--- src/rtl/ts_packet_gen.sv ---
// ts_packet_gen: MPEG-TS packet source with a forwarded byte clock.
// Emits 188-byte packets, one byte per TS_CLOCK_OUT period.
module ts_packet_gen #(
  parameter logic [12:0] PID       = 13'h0100,
  parameter int          GAP_BYTES = 4,
  parameter int          CLK_DIV   = 2
) (
  input  logic        CLOCK,
  input  logic        RESET,
  input  logic        ENABLE,
  input  logic [15:0] PKT_LIMIT,
  output logic        TS_CLOCK_OUT,
  output logic        TS_VALID_OUT,
  output logic        TS_SYNC_OUT,
  output logic [7:0]  TS_DATA_OUT,
  output logic [15:0] PKT_COUNT,
  output logic        BUSY,
  output logic        DONE
);

  localparam int DW = (CLK_DIV > 1) ? $clog2(CLK_DIV) : 1;
  localparam int GW = (GAP_BYTES > 1) ? $clog2(GAP_BYTES) : 1;

  localparam logic [DW-1:0] DIV_LAST =
    DW'(CLK_DIV - 1);
  localparam logic [GW-1:0] GAP_LAST =
    GW'((GAP_BYTES > 0) ? GAP_BYTES - 1 : 0);
  localparam logic [7:0] LAST_IDX = 8'd187;

  typedef enum logic [2:0] {
    S_IDLE,
    S_SYNC,
    S_BODY,
    S_GAP,
    S_DONE
  } state_t;

  state_t        state_q;
  state_t        state_d;
  logic [DW-1:0] div_q;
  logic          tsclk_q;
  logic [7:0]    idx_q;
  logic [7:0]    idx_d;
  logic [GW-1:0] gap_q;
  logic [GW-1:0] gap_d;
  logic [15:0]   cnt_q;
  logic [15:0]   cnt_d;
  logic [3:0]    cc_q;
  logic [3:0]    cc_d;
  logic [15:0]   limit_q;
  logic [15:0]   limit_d;
  logic          valid_q;
  logic          valid_d;
  logic          sync_q;
  logic          sync_d;
  logic [7:0]    data_q;
  logic [7:0]    data_d;
  logic          busy_q;
  logic          busy_d;
  logic          done_q;
  logic          done_d;

  logic div_tc;
  logic slot_end;

  // Slot boundary is the edge where the TS clock falls.
  assign div_tc   = (div_q == DIV_LAST);
  assign slot_end = div_tc & tsclk_q;

  // Free-running divider producing the forwarded TS clock.
  always_ff @(posedge CLOCK) begin
    if (!RESET) begin
      div_q   <= '0;
      tsclk_q <= 1'b0;
    end else if (div_tc) begin
      div_q   <= '0;
      tsclk_q <= ~tsclk_q;
    end else begin
      div_q <= div_q + 1'b1;
    end
  end

  // Packet sequencer, advanced once per byte slot.
  always_comb begin
    state_d = state_q;
    idx_d   = idx_q;
    gap_d   = gap_q;
    cnt_d   = cnt_q;
    cc_d    = cc_q;
    limit_d = limit_q;
    if (slot_end) begin
      unique case (state_q)
        S_IDLE: begin
          if (ENABLE) begin
            state_d = S_SYNC;
            limit_d = PKT_LIMIT;
          end
        end
        S_SYNC: begin
          state_d = S_BODY;
          idx_d   = 8'd1;
        end
        S_BODY: begin
          if (idx_q != LAST_IDX) begin
            idx_d = idx_q + 8'd1;
          end else begin
            cnt_d = cnt_q + 16'd1;
            cc_d  = cc_q + 4'd1;
            if (limit_q != 16'd0 &&
                cnt_d == limit_q) begin
              state_d = S_DONE;
            end else if (GAP_BYTES > 0) begin
              state_d = S_GAP;
              gap_d   = '0;
            end else if (ENABLE) begin
              state_d = S_SYNC;
            end else begin
              state_d = S_IDLE;
            end
          end
        end
        S_GAP: begin
          if (gap_q == GAP_LAST) begin
            state_d = ENABLE ? S_SYNC : S_IDLE;
          end else begin
            gap_d = gap_q + 1'b1;
          end
        end
        S_DONE: begin
          if (!ENABLE) begin
            state_d = S_IDLE;
            cnt_d   = '0;
            cc_d    = '0;
          end
        end
        default: begin
          state_d = S_IDLE;
        end
      endcase
    end
  end

  // Byte decoder for the slot that starts at this boundary.
  always_comb begin
    valid_d = valid_q;
    sync_d  = sync_q;
    data_d  = data_q;
    busy_d  = busy_q;
    done_d  = done_q;
    if (slot_end) begin
      valid_d = (state_d == S_SYNC) ||
                (state_d == S_BODY);
      sync_d  = (state_d == S_SYNC);
      busy_d  = (state_d != S_IDLE) &&
                (state_d != S_DONE);
      done_d  = (state_d == S_DONE);
      data_d  = 8'h00;
      unique case (1'b1)
        (state_d == S_SYNC): begin
          data_d = 8'h47;
        end
        (state_d == S_BODY &&
         idx_d == 8'd1): begin
          data_d = {3'b010, PID[12:8]};
        end
        (state_d == S_BODY &&
         idx_d == 8'd2): begin
          data_d = PID[7:0];
        end
        (state_d == S_BODY &&
         idx_d == 8'd3): begin
          data_d = {4'b0001, cc_d};
        end
        (state_d == S_BODY &&
         idx_d > 8'd3): begin
          data_d = cnt_d[7:0] + idx_d - 8'd4;
        end
        default: begin
          data_d = 8'h00;
        end
      endcase
    end
  end

  // Sequencer state and registered TS outputs.
  always_ff @(posedge CLOCK) begin
    if (!RESET) begin
      state_q <= S_IDLE;
      idx_q   <= '0;
      gap_q   <= '0;
      cnt_q   <= '0;
      cc_q    <= '0;
      limit_q <= '0;
      valid_q <= 1'b0;
      sync_q  <= 1'b0;
      data_q  <= 8'h00;
      busy_q  <= 1'b0;
      done_q  <= 1'b0;
    end else begin
      state_q <= state_d;
      idx_q   <= idx_d;
      gap_q   <= gap_d;
      cnt_q   <= cnt_d;
      cc_q    <= cc_d;
      limit_q <= limit_d;
      valid_q <= valid_d;
      sync_q  <= sync_d;
      data_q  <= data_d;
      busy_q  <= busy_d;
      done_q  <= done_d;
    end
  end

  assign TS_CLOCK_OUT = tsclk_q;
  assign TS_VALID_OUT = valid_q;
  assign TS_SYNC_OUT  = sync_q;
  assign TS_DATA_OUT  = data_q;
  assign PKT_COUNT    = cnt_q;
  assign BUSY         = busy_q;
  assign DONE         = done_q;

endmodule

--- config.mk ---
export PLATFORM = sky130hd
export DESIGN_NAME = ts_packet_gen
export DESIGN_NICKNAME = d
export VERILOG_FILES = /design/src/rtl/ts_packet_gen.sv
export SDC_FILE = /design/constraint.sdc
export NUM_CORES = 1
export LEC_CHECK = 0
export CAP_MARGIN = 20
export CORE_ASPECT_RATIO = 1.75
export CORE_MARGIN = 2
export CORE_UTILIZATION = 41
export DETAILED_ROUTE_END_ITERATION = 8
export DONT_BUFFER_PORTS = 1
export GPL_ROUTABILITY_DRIVEN = 0
export PLACE_DENSITY_LB_ADDON = 0.05
export SLEW_MARGIN = 15
export SYNTH_ARGS = -nofsm -noshare
export SYNTH_HDL_FRONTEND = slang
export SYNTH_SLANG_ARGS = --single-unit
--- constraint.sdc ---
create_clock -name CLOCK -period 5.09 [get_ports CLOCK]
set_input_delay 0.7635 -clock CLOCK [delete_from_list [all_inputs] [get_ports CLOCK]]
set_output_delay 0.7635 -clock CLOCK [all_outputs]
set_load 0.02 [all_outputs]
* Yosys cells after proc, flatten, opt, wreduce, memory -nomap -nowiden
Index checks and enable logic that the tools add are counted.
** Word-level totals
- Bits of input ports :: 19
- Output and inout port bits :: 29
- Word-level logic and storage cells :: 81
- Register bits :: 63
** Cells by class
- Equality and inequality tests :: 17
- Muxes and demuxes :: 24
- Bitwise operators :: 3
- Reduce and logical (&&, ||, !) cells :: 15
- Magnitude comparators :: 1
- Add/subtract/negate cells :: 7
** Operators with widths (number)
- 16-bit two-way mux :: 2
- 16-bit one-hot mux with 2 select lines :: 1
- 8-bit one-hot mux with 4 select lines :: 1
- 8-bit two-way mux :: 3
- 3-bit two-way mux :: 6
- 16-bit by 1-bit adder with 16-bit output, second input constant :: 1
- 16-bit equality test :: 1
- 8-bit one-hot mux with 2 select lines :: 1
- 16-bit nonzero test :: 1
- 3-bit one-hot mux with 5 select lines :: 1
- 4-bit two-way mux :: 3
- 3-bit by 2-bit equality test with 1-bit output, second input constant :: 3
- 8-bit by 1-bit adder with 8-bit output, second input constant :: 1
- 8-bit adder :: 1
- 8-bit by 1-bit equality test with 1-bit output, second input constant :: 1
- 8-bit by 2-bit equality test with 1-bit output, second input constant :: 1
- 8-bit by 2-bit greater-than comparator with 1-bit output, second input constant :: 1
- 2-bit != test, second input constant :: 4
- 8-bit != test, second input constant :: 1
- 4-bit one-hot mux with 2 select lines :: 1
- 8-bit by 3-bit subtractor with 8-bit output, second input constant :: 1
- 3-bit by 1-bit equality test with 1-bit output, second input constant :: 2
- 3-bit equality test, second input constant :: 2
- 2-bit two-way mux :: 3
- other kinds (18) :: 24

* Logic depth before layout (Yosys ltp)
Gate-level depths: netlist of run 1.
- Word-level depth :: 10
- Gate-level depth with buffers :: 19
- Depth with buffers taken out :: 17

* Worst setup path after synthesis of run 1
OpenSTA, ideal clock, no wires.
- Path type :: input-to-reg
- From :: in ENABLE
- To :: reg data_q[7], in the netlist TS_DATA_OUT[7]
- Required time :: 5.003 ns
- Stages :: 16
- Path buffers :: 1
- Arrival :: 3.857 ns
- Setup time :: 0.087 ns
- Path slack :: 1.146 ns
- Path through :: or3b_1 -> a211oi_2 -> o21ai_2 -> clkbuf_1 -> a22o_1 -> ha_1 -> ha_1 -> inv_1 -> fa_1 -> nor2b_1 -> nor3_1 -> o21bai_1 -> a21oi_1 -> xnor2_1 -> xnor3_1 -> o31ai_1
** Between the ends
- Elaborated cells between the ends (all ways) :: 17
- Those cells by class :: 2 x add/sub; 2 x eq/ne; 10 x mux; 3 x reduce/logical
** RTL lines
- start, declared :: line 10 : input logic ENABLE,
- 16-bit two-way mux :: line 130 : if (!ENABLE) begin
- 16-bit one-hot mux with 2 select lines :: line 92 : unique case (state_q)
- 8-bit two-way mux :: line 91 : if (slot_end) begin
- net cnt_d[1] :: line 47 : logic [15:0] cnt_d;
- 8-bit adder :: line 176 : data_d = cnt_d[7:0] + idx_d - 8'd4;
- 8-bit by 3-bit subtractor with 8-bit output :: line 176
- 8-bit one-hot mux with 4 select lines :: line 158 : unique case (1'b1)
- end signal, assigned :: line 208 : data_q <= data_d;
- end, declared :: line 56 : logic [7:0] data_q;
The timed path passes the listed nets, and every way through them passes these cells. The select of a mux whose other input is x is not followed.
A chain may end at the register's enable or synchronous reset.

* Worst setup path in the final report of run 1
- From :: reg state_q[2]
- To :: reg data_q[7], in the netlist TS_DATA_OUT[7]
** Between the ends
- Longest elaborated chain between the ends :: 6
- Elaborated cells between the ends (all ways) :: 26
- Those cells by class :: 2 x add/sub; 1 x order compare; 8 x eq/ne; 11 x mux; 4 x reduce/logical
** RTL lines
- start, declared :: line 38 : state_t state_q;
- start signal, assigned :: line 200 : state_q <= state_d;
- 3-bit equality test or 3-bit by 2-bit equality test with 1-bit output (tied branches) :: line 92
- 16-bit one-hot mux with 2 select lines * :: line 92
- 8-bit two-way mux * :: line 91
- net cnt_d[1] :: line 47
- 8-bit adder * :: line 176
- 8-bit by 3-bit subtractor with 8-bit output * :: line 176
- 8-bit one-hot mux with 4 select lines * :: line 158
The timed path passes the listed nets; every way through them passes the cells marked *.

==> flow_summary.json, run 1 <==
{
  "status": "completed",
  "finalClockSkew_ns": 0.003761,
  "num-fill-cells": 1043,
  "ant_nets": 0,
  "drive_gt1_frac": 0.1079,
  "drt-pass1-iter-count": 4,
  "io_buffers": 0,
  "leakage_nw": 1.717,
  "async_flop_share": 0,
  "clockBufferDepth": 2,
  "synth.area.top_cells": "dfxtp_1 (29%), a21oi_1 (5.7%), ha_1 (5.0%)",
  "timing.final.crit_share": 0.7933,
  "synthFlopType": "dfxtp_1",
  "synth.avg_cell_area_um2": 8.076,
  "drcViolationCount": 0,
  "wl_per_cell_um": 19.76,
  "cts_made_buffers": 9,
  "dieWidth_um": 81.24,
  "seq_area_um2": 1261,
  "wl_met3_um": 396,
  "start_util": 0.4181,
  "ys_seq_elements": 63,
  "m1WireLength_um": 4767,
  "crit_path_max_fanout": 12,
  "die_area_um2": 11310,
  "die_h_um": 139.2,
  "io_pins": 48,
  "drv_cap": 0,
  "postCtsResizedCells": 0,
  "tns_ns": 0,
  "worst_slew_margin_rel": 0.2515,
  "antenna_cells": 0,
  "cts_tree": "yes",
  "cp-start-kind": "flop",
  "dr.max_layer_used": "met4",
  "finalSetupViolCount": 0,
  "dp.cells": 630,
  "synth_common_cells": "dfxtp_1 (63), a21oi_1 (49), nor2_1 (47)",
  "syn_area_um2": 4280,
  "cp.required_ns": 5.33,
  "cts_max_level": 3,
  "drt_iter0_drc": 157,
  "synth_cell_types": 82,
  "hold_viol": 0,
  "rows": 49,
  "insertion_delay_ns": 0.33,
  "worst_pin_slew_ns": 1.112,
  "wl_met2_um": 7195,
  "cts_setup_buffers": 0,
  "core-area_um2": 10240,
  "seq_area_frac_synth": 0.2947,
  "num_vias": 3830,
  "clk_pin_slew_ns": 0.06,
  "numClockSinks": 63,
  "grt_max_degree": 45,
  "end_kind": "flop",
  "cts_hold_buf": 0,
  "period_minus_slack_ns": 4.038,
  "wl_um": 12760,
  "hp-class": "flop to flop",
  "vias_per_cell": 5.929,
  "grt_pass1_wl_um": 19930,
  "maxSlewViolCount": 0,
  "overflow": 0,
  "yosysMostFrequentCell": "dfxtp_1",
  "dp_hpwl_um": 9619,
  "syn_to_final_growth_pct": 7.308,
  "timing.fmax_mhz": 247.6,
  "antenna_found_initial": 0,
  "multiInputGateArea_um2": 2728,
  "yosys_warnings": 0,
  "fin_cells": 646,
  "syn_nets": 567,
  "vdd_drop_max_mv": 0.1524,
  "powerDensity_nw_per_um2": 262.7,
  "path_class": "flop to flop",
  "cts-root-buf": "clkbuf_16",
  "synth_edf_count": 0,
  "crit_arrival_ns": 4.28,
  "yosysTopAreaCell": "dfxtp_1",
  "syn_inst": 530,
  "nets": 551,
  "synth_top_area_frac": 0.2947,
  "rsz0062_at_grt": "false",
  "grt_pass1_vias": 3801,
  "track_usage": 0.2327
}
per-layer routing:
metal	GRT usage	vias up
li1	-	1892
met5	0	-
met4	0.1258	0
met3	0.04362	19
met1	0.2332	1840
met2	0.4319	79
cells by family after synthesis:
kind of cell	count (synthesis)	share of synthesized area
AOI/OAI and AO/OA	138	0.2160
DFF	63	0.2947
buffers and inverters	60	0.06927
adders and majority gates	19	0.05671
and+or+nand+nor	222	0.2979
muxes	6	0.01549
xor gates and xnor gates	22	0.04999
flip-flops by register name, summed over array words and instances, names as in the netlist, 2 cells and up:
| register | cells |
|---|---|
| PKT_COUNT | 16 |
| gap_q | 2 |
| TS_DATA_OUT | 8 |
| idx_q | 8 |
| cc_q | 4 |
| limit_q | 16 |
| state_q | 3 |
per-stage QoR:
stage	hold WS (ns)	power (mW)	cell area (um^2)	setup slack (ns)	util
3_3_place_gp	0.4783	0.5999	4294	0.9602	0.4194
5_1_grt	0.5205	1.255	4593	0.7088	0.4486
6_report	0.4899	1.207	4593	1.052	0.4486
4_1_cts	0.4951	1.223	4593	1.027	0.4486
2_1_floorplan	0.4521	0.5843	4280	1.146	-
3_5_place_dp	0.4807	0.6012	4294	0.8985	0.4194
path summary, 6_finish.rpt:
path	start	endpoint	slack, ns	cells past startpoint
max	state_q[2]	TS_DATA_OUT[7]	1.05	15
min	div_q	div_q	0.49	1
max reg2reg	state_q[2]	TS_DATA_OUT[7]	1.05	15
min reg2reg	div_q	div_q	0.49	1
cell type report:
class                      instances  share of cell area
multi-input combinational        407              0.5938
sequential                        63              0.2746
clock buffer                       9             0.04903
tap                              127             0.03460
inverter                          27             0.02206
clock inverter                     7             0.01607
timing repair buffer               6            0.009807
layout by cell type (no fill, tap or decap), types with 4 or more instances in the layout:
cell type / Yosys / final
dfxtp_1: 63 / 63
a21oi_1: 49 / 49
nor2_1: 47 / 47
nand2_1: 43 / 43
nand3_1: 33 / 33
inv_1: 26 / 26
o21ai_0: 22 / 22
ha_1: 17 / 17
xnor2_1: 13 / 13
nor3_1: 12 / 11
and2_1: 10 / 10
nand4_1: 9 / 9
clkbuf_16: 0 / 9
and3_1: 8 / 8
o22ai_1: 8 / 8
a31oi_1: 8 / 8
nor4_1: 8 / 8
xor2_1: 7 / 7
nand3b_1: 6 / 6
buf_4: 8 / 6
o21ai_1: 4 / 4
nand2b_1: 4 / 4
o21a_1: 4 / 4
nor2b_1: 4 / 4
nand3_2: 4 / 4
mux2i_1: 4 / 4
clkinvlp_4: 0 / 4
critical path, stage by stage, from the launching register on:
cell and delay, ns:
dfxtp_1 0.55, or3b_1 0.40, a211oi_2 0.43, o21ai_2 0.26, a22o_1 0.31, ha_1 0.28, ha_1 0.16, inv_1 0.06
fa_1 0.41, nor2b_1 0.16, nor3_1 0.07, o21bai_1 0.14, a21oi_1 0.09, xnor2_1 0.15, xnor3_1 0.23, o31ai_1 0.25
power breakdown:
part           total (mW)  leakage, nW  switching [mW]  internal (mW)
sequential          0.516        0.509          0.0152          0.501
combinational      0.0742         1.08          0.0492         0.0249
clock               0.616        0.134           0.238          0.378
Power figures use the tool's default switching activity.
==> run 2, diff against run 1 <==
Settings changed: ABC_AREA set to 1.
Clock period 5.09 ns to 4.23 ns, I/O delays scaled along.
==> run 2 against run 1 <==
- worst hold slack got worse by 0.072 ns
- synthesized area decreased by 1.2%
- die area decreased by 1.1%
==> flow_summary.json, run 2 <==
{
  "insertion_delay_ns": 0.33,
  "synth_top_area_frac": 0.2982,
  "finalSetupViolCount": 0,
  "final_common_cell": "nand2_1",
  "cts_setup_buffers": 0,
  "cts_tree": "yes",
  "synth.area.top_cells": "dfxtp_1 (30%), nand2_1 (14%), inv_1 (9.2%)",
  "clockBufferDepth": 2,
  "drv_cap": 0,
  "yosys_warnings": 0,
  "cts_max_level": 3,
  "syn_inst": 663,
  "grt_pass1_vias": 4087,
  "cpMostUsedCell": "nand2_1",
  "crit_path_max_fanout": 5,
  "vdd_drop_max_mv": 0.1789,
  "track_usage": 0.2371,
  "end_kind": "flop",
  "slowest_delay_ns": 0.46,
  "async_flop_share": 0,
  "overflow": 0,
  "syn_to_final_growth_pct": 9.793,
  "cts-root-buf": "clkbuf_16",
  "drive_gt1_frac": 0.09091,
  "timing.final.crit_share": 0.8554,
  "hp-class": "input port to flop",
  "postCtsResizedCells": 0,
  "worst_slew_margin_rel": 0.3618,
  "wl_per_cell_um": 15.81,
  "stdcell_area_um2": 4643,
  "wl_met2_um": 6811,
  "cts_made_buffers": 9,
  "yosysTopAreaCell": "dfxtp_1",
  "drt-pass1-iter-count": 4,
  "numClockSinks": 63,
  "rows": 49,
  "hold_viol": 0,
  "crit_buf_inv": 3,
  "die_area_um2": 11180,
  "syn_nets": 700,
  "ant_nets": 0,
  "die_h_um": 138.4,
  "synth_common_cells": "nand2_1 (157), inv_1 (104), nor2_1 (93)",
  "syn_area_um2": 4229,
  "grt_max_degree": 39,
  "dp_slack_ns": 0.6052,
  "slowest_stage": "dfxtp_1",
  "num_vias": 4155,
  "path_class": "flop to flop",
  "drcViolationCount": 0,
  "seq_area_frac_synth": 0.2982,
  "final_cell_mix": "nand2_1 (157), inv_1 (104), nor2_1 (93), dfxtp_1 (63), nand3_1 (49)",
  "m1WireLength_um": 4729,
  "clk_pin_slew_ns": 0.06,
  "tns_ns": 0,
  "drt_iter0_drc": 187,
  "antenna_cells": 0,
  "crit_arrival_ns": 3.84,
  "wl_met3_um": 531,
  "synth.avg_cell_area_um2": 6.379,
  "fin_util": 0.4562,
  "fin_ws_ns": 0.6119,
  "cp.required_ns": 4.45,
  "start_util": 0.4155,
  "leakage_nw": 2.088,
  "rsz0062_at_grt": "false",
  "timing.fmax_mhz": 276.4,
  "ys_seq_elements": 63,
  "period_minus_slack_ns": 3.618,
  "finalClockSkew_ns": 0.01027,
  "grt_pass1_wl_um": 20160,
  "maxSlewViolCount": 0,
  "synthFlopType": "dfxtp_1",
  "synth_cell_types": 44,
  "worstPathCellList": "nand2_1 > nor2_1 > nand2_1 > inv_1 > nand2_1 > a21boi_1 > inv_1 > ha_1 > ha_1 > inv_1 > fa_1 > o21ai_0 > nand2_1 > nand2_1 > a21oi_1 > xor2_1 > or2_2 > nand3_2 > a21oi_2",
  "status": "completed",
  "nets": 704,
  "yosysMostFrequentCell": "nand2_1",
  "wl_um": 12620,
  "powerDensity_nw_per_um2": 293.4,
  "core-area_um2": 10180,
  "vias_per_cell": 5.207,
  "io_pins": 48,
  "io_buffers": 0,
  "synth_edf_count": 0,
  "dr.max_layer_used": "met4",
  "place_area_um2": 4378,
  "worst_pin_slew_ns": 0.9550,
  "cts_hold_buf": 0,
  "dp_hpwl_um": 9831,
  "crit_family": "simple AND/OR/NAND/NOR gates",
  "antenna_found_initial": 0,
  "cp-start-kind": "flop",
  "dieWidth_um": 80.78
}
-- run 2: cells by family after synthesis --
| logic type | Yosys count | synth area share |
|---|---|---|
| flip-flops | 63 | 0.2982 |
| XOR/XNOR | 9 | 0.01864 |
| AO/OA/AOI/OAI | 102 | 0.1441 |
| adder cells (fa/ha/maj) | 18 | 0.05503 |
| AND/OR/NAND/NOR | 351 | 0.3746 |
| buffers and inverters | 120 | 0.1095 |
-- run 2: final cells by class --
class,count,area [um^2]
flip-flops and latches,63,1261
fillers,1136,5534
inverters,106,400.4
multi-input cells,480,2505
well taps,127,158.9
clock inverters,4,22.52
clock buffers,11,242.7
repair buffers,7,52.55
-- run 2: worst paths after layout --
| path | from | endpoint | slack, ns | cells after the start |
|---|---|---|---|---|
| hold / removal | RESET | idx_q[1] | 0.42 | 2 |
| setup reg to reg | TS_CLOCK_OUT | TS_DATA_OUT[7] | 0.61 | 19 |
| setup / recovery | TS_CLOCK_OUT | TS_DATA_OUT[7] | 0.61 | 19 |
| hold reg to reg | div_q | div_q | 0.44 | 1 |
-- run 2: per-stage QoR --
step / hold WS (ns) / power, mW / std cells
global route: 0.4207 / 1.415 / 798
CTS: 0.4087 / 1.377 / 798
floorplan: 0.4098 / 0.6833 / 663
finish: 0.4176 / 1.362 / 798
detailed placement: 0.4315 / 0.7019 / 783
global placement: 0.4211 / 0.7016 / 783
-- run 2: metal layers --
| layer | vias up | track usage |
|---|---|---|
| met5 | - | 0 |
| met4 | 0 | 0.1276 |
| met3 | 33 | 0.04765 |
| met2 | 95 | 0.4346 |
| met1 | 1897 | 0.2421 |
| li1 | 2130 | - |
-- run 2: report_power, final --
part           switching [mW]  total (mW)  leakage (nW)  internal [mW]
combinational          0.0470      0.0703          1.45         0.0233
clock                   0.267       0.673         0.131          0.406
sequential             0.0145       0.619         0.509          0.604
total                   0.329        1.36          2.09           1.03
==> run 3, diff against run 2 <==
Settings changed: ABC_AREA 1 to unset.
==> run 3 against run 2 <==
- worst hold slack improved by 0.0090 ns
- via count decreased by 7.6%
- register-to-register slack got worse by 0.22 ns
- critical endpoint unchanged
- sequential cell count unchanged
- routed wire length increased by 2.5%
- global-route usage about the same
- combinational power increased by 30%
- utilization increased by 0.22 points
- non-clock buffer count increased by 6
- first-iteration DRC count decreased by 3.2%
==> flow_summary.json, run 3 (same netlist as run 1, synthesis figures left out) <==
{
  "drt-pass1-iter-count": 4,
  "worst_slew_margin_rel": 0.3257,
  "rows": 49,
  "track_usage": 0.2370,
  "timing.fmax_mhz": 260.3,
  "wl_per_cell_um": 19.80,
  "dp.cells": 637,
  "status": "completed",
  "crit_buf_inv": 2,
  "antenna_found_initial": 0,
  "timing.final.crit_share": 0.9080,
  "vdd_drop_max_mv": 0.2389,
  "num_vias": 3840,
  "tns_ns": 0,
  "overflow": 0,
  "cts_setup_buffers": 0,
  "io_buffers": 0,
  "postCtsResizedCells": 0,
  "reg2reg_depth": 16,
  "slowest_stage": "dfxtp_1",
  "start_util": 0.4181,
  "nets": 558,
  "antenna_cells": 0,
  "leakage_nw": 1.788,
  "core-area_um2": 10240,
  "final_cell_mix": "dfxtp_1 (63), a21oi_1 (49), nor2_1 (47), nand2_1 (43), nand3_1 (33)",
  "crit_arrival_ns": 4.09,
  "period_minus_slack_ns": 3.841,
  "hold_depth": 1,
  "drive_gt1_frac": 0.1198,
  "finalClockSkew_ns": 0.006220,
  "insertion_delay_ns": 0.34,
  "maxSlewViolCount": 0,
  "rsz0062_at_grt": "false",
  "slowest_delay_ns": 0.80,
  "cts_max_level": 3,
  "grt_pass1_vias": 3742,
  "worstPathCellList": "xor2_2 > nand2_2 > a21o_1 > a22oi_1 > inv_1 > ha_1 > ha_1 > inv_1 > fa_1 > nor2b_1 > nor3_1 > o21bai_1 > a21oi_1 > xnor2_1 > xnor3_1 > o31ai_1",
  "fin_ws_ns": 0.3890,
  "wl_um": 12930,
  "cts-root-buf": "clkbuf_16",
  "die_h_um": 139.2,
  "hp-class": "input port to flop",
  "fin_cells": 653,
  "die_area_um2": 11310,
  "dp_slack_ns": 0.3891,
  "cts_hold_buf": 0,
  "grt_max_degree": 31,
  "path_class": "flop to flop",
  "io_pins": 48,
  "numClockSinks": 63,
  "powerDensity_nw_per_um2": 337.6,
  "drt_iter0_drc": 181,
  "clk_pin_slew_ns": 0.06,
  "crit_path_max_fanout": 17,
  "dieWidth_um": 81.24,
  "finalSetupViolCount": 0,
  "cp_num_cells": 16,
  "clockBufferDepth": 2,
  "crit_family": "compound AO/OA/AOI/OAI gates",
  "grt_pass1_wl_um": 19970,
  "drv_cap": 0,
  "cts_made_buffers": 9,
  "hold_viol": 0,
  "cp-start-kind": "flop",
  "ant_nets": 0,
  "drcViolationCount": 0,
  "cts_tree": "yes",
  "end_kind": "flop",
  "syn_to_final_growth_pct": 9.646,
  "dp_hpwl_um": 9889,
  "cp.required_ns": 4.47,
  "final_common_cell": "dfxtp_1",
  "vias_per_cell": 5.881,
  "worst_pin_slew_ns": 1.002
}
[run 3: cell types whose count changed in the layout (fill, tap and decap cells not counted), sizes merged, moves of 7 or more]
| cell | change |
|---|---|
| nand2 | -118 |
| inv | -80 |
| nor2 | -52 |
| nand3 | -22 |
| nor4 | +9 |
| xnor2 | +9 |
| and2 | +8 |
| and3 | +8 |
| o21ai | -8 |
| a31oi | +7 |
[run 3: final cells by class]
cell class,instances,area [um^2]
Sequential cell,63,1261
Multi-Input combinational cell,407,2728
Inverter,27,101.3
Fill cell,1018,5545
Timing Repair Buffer,13,97.59
Tap cell,127,158.9
Clock inverter,7,121.4
Clock buffer,9,225.2
[run 3: metrics by stage]
| step | hold slack, ns | power, mW | utilization | cell area (um^2) |
|---|---|---|---|---|
| CTS | 0.4124 | 1.602 | 0.4584 | 4693 |
| floorplan | 0.4521 | 0.7031 | - | 4280 |
| finish | 0.4266 | 1.585 | 0.4584 | 4693 |
| detailed placement | 0.4777 | 0.7262 | 0.4245 | 4347 |
| global route | 0.4237 | 1.633 | 0.4584 | 4693 |
| global placement | 0.4806 | 0.7251 | 0.4245 | 4347 |
[run 3: metal layers]
layer	global-route usage	up-vias	wire length (um)
met2	0.4350	98	7124
met4	0.1481	0	714
met5	0	-	0
met1	0.2330	1795	4678
li1	-	1908	-
met3	0.04427	39	413
[run 3: final timing paths]
path,from,end,slack [ns]
min reg2reg,limit_q[0],limit_q[0],0.48
max reg2reg,state_q[0],TS_DATA_OUT[7],0.39
max,state_q[0],TS_DATA_OUT[7],0.39
min,RESET,PKT_COUNT[7],0.43
[run 3: power by group]
part	internal [mW]	total, mW	switching (mW)
Clock	0.577	0.872	0.294
Sequential	0.603	0.622	0.0186
Combinational	0.0314	0.0913	0.0599
Total	1.21	1.58	0.373
